### config.mk
export PLATFORM = sky130hd
export DESIGN_NAME = wb_arbiter
export DESIGN_NICKNAME = d
export VERILOG_FILES = /design/src/rtl/wb_arbiter.sv
export SDC_FILE = /design/constraint.sdc
export NUM_CORES = 1
export LEC_CHECK = 0
export ABC_CLOCK_PERIOD_IN_PS = 2500
export CAP_MARGIN = 40
export CORE_MARGIN = 2
export CORE_UTILIZATION = 43
export CTS_CLUSTER_DIAMETER = 50
export DETAILED_ROUTE_END_ITERATION = 10
export HOLD_SLACK_MARGIN = 0.15
export PLACE_DENSITY_LB_ADDON = 0.3
export SETUP_SLACK_MARGIN = 0.5
export SLEW_MARGIN = 15
export SYNTH_ARGS = -nofsm -noshare
export SYNTH_HDL_FRONTEND = slang
export SYNTH_SLANG_ARGS = --single-unit
### constraint.sdc
create_clock -name clk -period 2.5 [get_ports clk]
set_clock_uncertainty 0.05 [all_clocks]
set_input_delay 0.25 -clock clk [delete_from_list [all_inputs] [get_ports clk]]
set_output_delay 0.25 -clock clk [all_outputs]
set_load 0.01 [all_outputs]
### src/rtl/wb_arbiter.sv
// Two-requester register-file write arbiter: alternating priority on contention,
// one-cycle registered write port and a saturating count of contended cycles.
module wb_arbiter #(
    parameter int DATA_W = 4,
    parameter int ADDR_W = 2
) (
    input  logic              clk,
    input  logic              rst,
    input  logic              stall,
    input  logic              req0_valid,
    input  logic [ADDR_W-1:0] req0_addr,
    input  logic [DATA_W-1:0] req0_data,
    output logic              req0_ready,
    input  logic              req1_valid,
    input  logic [ADDR_W-1:0] req1_addr,
    input  logic [DATA_W-1:0] req1_data,
    output logic              req1_ready,
    output logic              wr_en,
    output logic [ADDR_W-1:0] wr_addr,
    output logic [DATA_W-1:0] wr_data,
    output logic [7:0]        conflict_cnt
);

    typedef enum logic {PRI0 = 1'b0, PRI1 = 1'b1} pri_e;

    pri_e              state_q, state_d;
    // High for the first cycle after reset release so no transfer can be taken then.
    logic              boot_q;
    logic              grant0_s, grant1_s;
    logic              xfer0_s, xfer1_s;
    logic              wr_en_q, wr_en_d;
    logic [ADDR_W-1:0] wr_addr_q, wr_addr_d;
    logic [DATA_W-1:0] wr_data_q, wr_data_d;
    logic [7:0]        cnt_q, cnt_d;

    // Grant selection, ready generation and priority next state
    always_comb begin
        grant0_s   = 1'b0;
        grant1_s   = 1'b0;
        req0_ready = 1'b0;
        req1_ready = 1'b0;
        state_d    = state_q;
        case ({req1_valid, req0_valid})
            2'b01: grant0_s = 1'b1;
            2'b10: grant1_s = 1'b1;
            2'b11: begin
                if (state_q == PRI0) begin
                    grant0_s = 1'b1;
                end else begin
                    grant1_s = 1'b1;
                end
            end
            default: begin
                grant0_s = 1'b0;
                grant1_s = 1'b0;
            end
        endcase
        if (rst || boot_q || stall) begin
            req0_ready = 1'b0;
            req1_ready = 1'b0;
        end else begin
            req0_ready = grant0_s;
            req1_ready = grant1_s;
        end
        xfer0_s = req0_valid & req0_ready;
        xfer1_s = req1_valid & req1_ready;
        if (xfer0_s) begin
            state_d = PRI1;
        end else if (xfer1_s) begin
            state_d = PRI0;
        end else begin
            state_d = state_q;
        end
    end

    // Write-port next state and saturating conflict counter
    always_comb begin
        wr_en_d   = 1'b0;
        wr_addr_d = wr_addr_q;
        wr_data_d = {DATA_W{1'b0}};
        cnt_d     = cnt_q;
        if (xfer0_s) begin
            wr_en_d   = 1'b1;
            wr_addr_d = req0_addr;
            wr_data_d = req0_data;
        end else if (xfer1_s) begin
            wr_en_d   = 1'b1;
            wr_addr_d = req1_addr;
            wr_data_d = req1_data;
        end else begin
            wr_en_d   = 1'b0;
            wr_addr_d = wr_addr_q;
            wr_data_d = {DATA_W{1'b0}};
        end
        if (req0_valid && req1_valid && (cnt_q != 8'hFF)) begin
            cnt_d = cnt_q + 8'd1;
        end else begin
            cnt_d = cnt_q;
        end
    end

    // State registers with asynchronous reset
    always_ff @(posedge clk or posedge rst) begin
        if (rst) begin
            state_q   <= PRI0;
            boot_q    <= 1'b1;
            wr_en_q   <= 1'b0;
            wr_addr_q <= {ADDR_W{1'b0}};
            wr_data_q <= {DATA_W{1'b0}};
            cnt_q     <= 8'd0;
        end else begin
            state_q   <= state_d;
            boot_q    <= 1'b0;
            wr_en_q   <= wr_en_d;
            wr_addr_q <= wr_addr_d;
            wr_data_q <= wr_data_d;
            cnt_q     <= cnt_d;
        end
    end

    assign wr_en        = wr_en_q;
    assign wr_addr      = wr_addr_q;
    assign wr_data      = wr_data_q;
    assign conflict_cnt = cnt_q;

endmodule
Word level (Yosys, flattened, before mapping)

Index checks and enable logic that the tools add are counted.

Flip-flop bits (word level): 17
Input port bits: 17
Output and inout bits: 17

Add/sub/neg operators: 1
Equal/unequal tests: 4
Muxes and demuxes: 14
Bitwise gates (word level): 2
Reduce and logical (&&, ||, !) cells: 5

Operators with widths:

| kind                  | count |
|---|---|
| $add A8 B1 Y8 const B | 1 |
| $mux W1               | 8 |
| $mux W4               | 2 |
| $ne A8 B8 Y1 const B  | 1 |
| $eq A2 B2 Y1 const B  | 2 |
| $mux W2               | 2 |
| $pmux W1 S2           | 2 |
| $and A1 B1 Y1         | 2 |
| $eq A2 B1 Y1 const B  | 1 |
| $logic_and A1 B1 Y1   | 2 |
| $logic_or A1 B1 Y1    | 2 |
| $reduce_bool A2 Y1    | 1 |

Longest topological paths before layout

Word-level depth: 6
Mapped depth: 5
Mapped depth without buffers: 5

Worst setup path before layout

No wires, ideal clock.

Path type: reg-to-reg
From: reg cnt_q[0] (netlist: conflict_cnt[0])
To: reg cnt_q[6] (netlist: conflict_cnt[6])
Setup time: 0.127 ns
Arrival time: 1.349 ns
Setup slack: 0.973 ns
Stages on the path, launching flop included: 6
Path buffers: 0
Clock period less this slack: 1.527 ns
Cell sequence: dfrtp_1 -> ha_1 -> and3_1 -> nand3_1 -> nor2_1 -> mux2_1

Longest elaborated chain between the ends: 2
Elaborated cells between the ends (all ways): 3
Classes of those cells: add/sub: 1; eq/ne: 1; reduce/logical: 1

Ends and longest elaborated chain:

| element                                               | line | source |
|---|---|---|
| from (decl)                                           | 34   | `logic [7:0] cnt_q, cnt_d;` |
| from (signal assigned)                                | 117  | `cnt_q <= cnt_d;` |
| branches (longest 2 deep; another with $add A8 B1 Y8) | --   |  |

Parallel ways; which one is timed is not known.
A chain may end at the register's enable or synchronous reset.

Worst setup path after layout

From: in rst
To: out req0_ready

Longest elaborated chain between the ends: 3

Ends and longest elaborated chain:

| element                          | line | source |
|---|---|---|
| from (decl)                      | 8    | `input logic rst,` |
| $logic_or A1 B1 Y1 (2 in series) | 58   | `if (rst \|\| boot_q \|\| stall) begin` |
| $mux W1                          | 58   |  |
| to (decl)                        | 13   | `output logic req0_ready,` |

No other way between the ends.

==> key figures <==
Die
  • Number of top-level design ports: 34
  • Area of the die: 2105 sq um
  • Initial Utilization: 0.4467
  • Vertical die dimension: about 46 um
  • Std-Cell Rows: 15
  • Die span in x: 45.89 um
  • Standard cell core area: 1689 sq um

Timing
  • Setup repair after global routing missed its margin: false
  • Total count of max-transition violations in the final report: 0
  • Share of the clock period used by the worst path: 0.7544
  • Final sum of negative setup slack: 0 ns
  • Max-slew headroom at the worst pin: 0.5952
  • Final setup vio count: 0
  • Final worst path period need: between 1.5 and 2 ns
  • Highest Clock Rate: 530.2 MHz
  • Least-Margin Pin Slew: 0.6066 ns
  • Hold violation total from the final report: 0

Critical path
  • Cell Chain, Critical Path: clkdlybuf4s50_1, nor3_4, buf_4, nand3_2, inv_2, dlygate4sd2_1
  • Startpoint-to-endpoint class of the critical path: in -> out
  • Arrival @ worst endpoint: 1.59 ns
  • Slowest CP cell: clkdlybuf4s50_1
  • Slowest cell delay on critical path: roughly 0.46 ns
  • Endpoint kind of the worst setup timing path: output pin
  • CP Max Fanout: 6
  • Critical path launch point type: input port
  • Worst path required time: 2.20 ns

Yosys
  • Count of state elements after synthesis: 17
  • Count of synthesis-stage warnings from yosys: 0
  • Netlist cell types: 22
  • Post-synthesis net count: 85
  • Fraction of the yosys area taken by sequential cells: 0.5655
  • Synthesized area per cell: 11.26 sq um
  • Post-Synthesis Cells: 67
  • Post-synthesis cell area: about 750 sq um

Cells and area
  • Count of fill cells added during filler insertion: 123
  • Net count reported at finish: ~130
  • Highest-count cells in the layout ignoring fill and taps: clkdlybuf4s50_1, dfrtp_1, nor2_1
  • Leading cell type in the layout, fill and taps excluded: clkdlybuf4s50_1
  • Area grow syn2layout: 54.73%
  • Area of combinational cells with multiple inputs: between 300 and 400 sq um
  • Share of final-layout standard cells stronger than drive strength 1: 0.1132
  • Final cell area excluding filler cells: between 1000 and 1500 sq um
  • Area taken by flip-flops and latches: about 430 sq um
  • Number of diodes: 0

Pwr
  • Relative contribution of sequential cells to total power: 0.484
  • Maximum resistive drop on vdd: between 0.0005 and 0.0006 V
  • Clock network fraction of total power: 0.165
  • PwrDens: 735.8 nW/um^2
  • Switching component of the power: 0.2700 mW
  • Switching power as a share of total power: 0.3144
  • Cell internal power dissipation: 0.5889 mW
  • Proportion of power drawn by combinational gates: 0.351
  • Static leakage: 0.5373 nW

Outcome
  • Result of the run: finished clean

Place
  • PortBufs: 33
  • Instance area after placement: 1099 sq um
  • Post-detail-place hpwl: 1.136 mm
  • Weighted congestion reported at the end of routability-driven placement: 0.7382

Detailed routing
  • Total wirelength of the detailed-routed design: approximately 1.5 mm
  • Number of iterations in the first detailed-routing pass: 2
  • Routed length per placed instance: about 13 um
  • Routed vias/inst: 5.041
  • # DRC: 0
  • Remaining number of nets flagged by the antenna check after routing: 0
  • Number of DRC markers in iteration 0: 8
  • Number of vias after detailed routing: 620

CTS
  • CTS tree: built
  • H-tree Lvls: 1
  • TritonCTS Buffers: 3
  • Hold-fix buffers at CTS: 0
  • Maximum count of clock buffers along a single path: 2
  • Clock Sink Count: 17
  • Clock transition at the registers of the reported paths: 0.10 ns
  • Clock latency of the later-clocked register in the worst-skew pair: 0.28 ns
  • Clk root buf: clkbuf_4

Global routing
  • Busiest layer in global routing: met2
  • Met3 GRT Util: 0.03968
  • Global routing met2 resource utilization: 0.2250
  • Total overflow reported by the global router: 0
  • Global-route wire length before repair: 2.339 mm
  • Met1 Use GR: 0.2231
  • Largest net degree at the start of global routing: 18
  • Initial antenna violation count: 0
  • Total GRT Usage: 0.1572
  • Vias in the first global route: 545

Min path
  • HP Class: in -> async

Job
  • Max Cap Viol: 0
-- critical path, delay by kind of cell --
family | cells | cell delay (ns)
buffers and inverters | 4 | 1.03
and+or+nand+nor | 2 | 0.31
-- Yosys cell counts --
master,number,share of area
a22o_1,4,0.046
and4_1,2,0.023
nor3_2,1,0.013
nand4_1,1,0.0083
nand3_1,4,0.027
a21oi_1,5,0.033
nand2_1,4,0.020
a31oi_1,3,0.025
and3_1,3,0.025
mux2i_1,4,0.053
inv_1,3,0.015
dfrtp_1,16,0.53
nand2b_1,1,0.0083
mux2_1,2,0.030
ha_1,1,0.017
buf_4,1,0.010
conb_1,1,0.0050
dfstp_2,1,0.035
or2_1,1,0.0083
nor2_1,6,0.030
xnor2_1,2,0.023
and4_4,1,0.015
-- sequential cells by signal, summed over array words and instances, names as in the netlist --
signal,count
boot_q,1
wr_data,4
wr_addr,2
conflict_cnt,8
wr_en,1
state_q,1
-- power by group through the flow --
stage	combinational (mW)	clock, mW	sequential [mW]
2_1_floorplan	0.101	0	0.438
3_3_place_gp	0.291	0	0.418
3_5_place_dp	0.298	0	0.421
4_1_cts	0.304	0.146	0.416
5_1_grt	0.333	0.160	0.429
6_report	0.301	0.142	0.416
-- kinds of logic (layout without fill, tap and decap cells) --
| logic type | count (synthesis) | count (layout) | share of synthesized area |
|---|---|---|---|
| xor gates and xnor gates | 2 | 2 | 0.02322 |
| adders and majority gates | 1 | 1 | 0.01658 |
| other | 1 | 1 | 0.004970 |
| buffers and inverters | 4 | 43 | 0.02488 |
| muxes | 6 | 6 | 0.08292 |
| AOI/OAI and AO/OA | 12 | 12 | 0.1045 |
| and+or+nand+nor | 24 | 24 | 0.1775 |
| DFF | 17 | 17 | 0.5655 |
-- worst paths after layout --
check | depth (start not counted) | start | slack (ns) | to
worst min register to register | 1 | state_q$_DFFE_PP0P_ | 0.47 | state_q$_DFFE_PP0P_
min in group clk | 3 | req0_valid | 0.37 | state_q$_DFFE_PP0P_
worst max-delay path | 6 | rst | 0.61 | req0_ready
max in group asynchronous | 2 | rst | 1.63 | wr_data[0]$_DFF_PP0_
worst max register to register | 5 | conflict_cnt[0]$_DFFE_PP0P_ | 0.89 | conflict_cnt[6]$_DFFE_PP0P_
worst min-delay path | 2 | rst | 0.37 | conflict_cnt[1]$_DFFE_PP0P_
-- per-layer routing --
layer	share of wire	routed length [um]	vias to the layer above
met3	0.039	60	2
met2	0.49	755	13
li1	-	-	314
met1	0.47	721	291
met5	0	0	-
met4	0.0065	10	0
-- what timing repair did --
item,in CTS,in global routing
pin swaps,2,2
buffers inserted,2,1
endpoints found under the setup margin,2,1
gates resized for setup,6,2
-- through the flow --
stage | util | setup WS [ns] | instances | power [mW] | hold WS (ns)
floorplan | - | 0.9731 | 67 | 0.5385 | 0.1253
global placement | 0.6504 | 0.3153 | 116 | 0.7086 | 0.4374
detailed placement | 0.6504 | 0.2752 | 116 | 0.7189 | 0.4515
CTS | 0.6837 | 0.4084 | 122 | 0.8662 | 0.3930
global route | 0.6911 | 0.5233 | 123 | 0.9220 | 0.3651
finish | 0.6911 | 0.6140 | 123 | 0.8589 | 0.3686
-- cell type report --
cell class / instances / share of cell area
Inverter: 3 / 0.009646
Multi-Input combinational cell: 46 / 0.2787
Clock buffer: 4 / 0.02251
Tap cell: 17 / 0.01822
Sequential cell: 17 / 0.3655
Timing Repair Buffer: 36 / 0.3055
No activity file was read; power rests on OpenSTA's default activity.
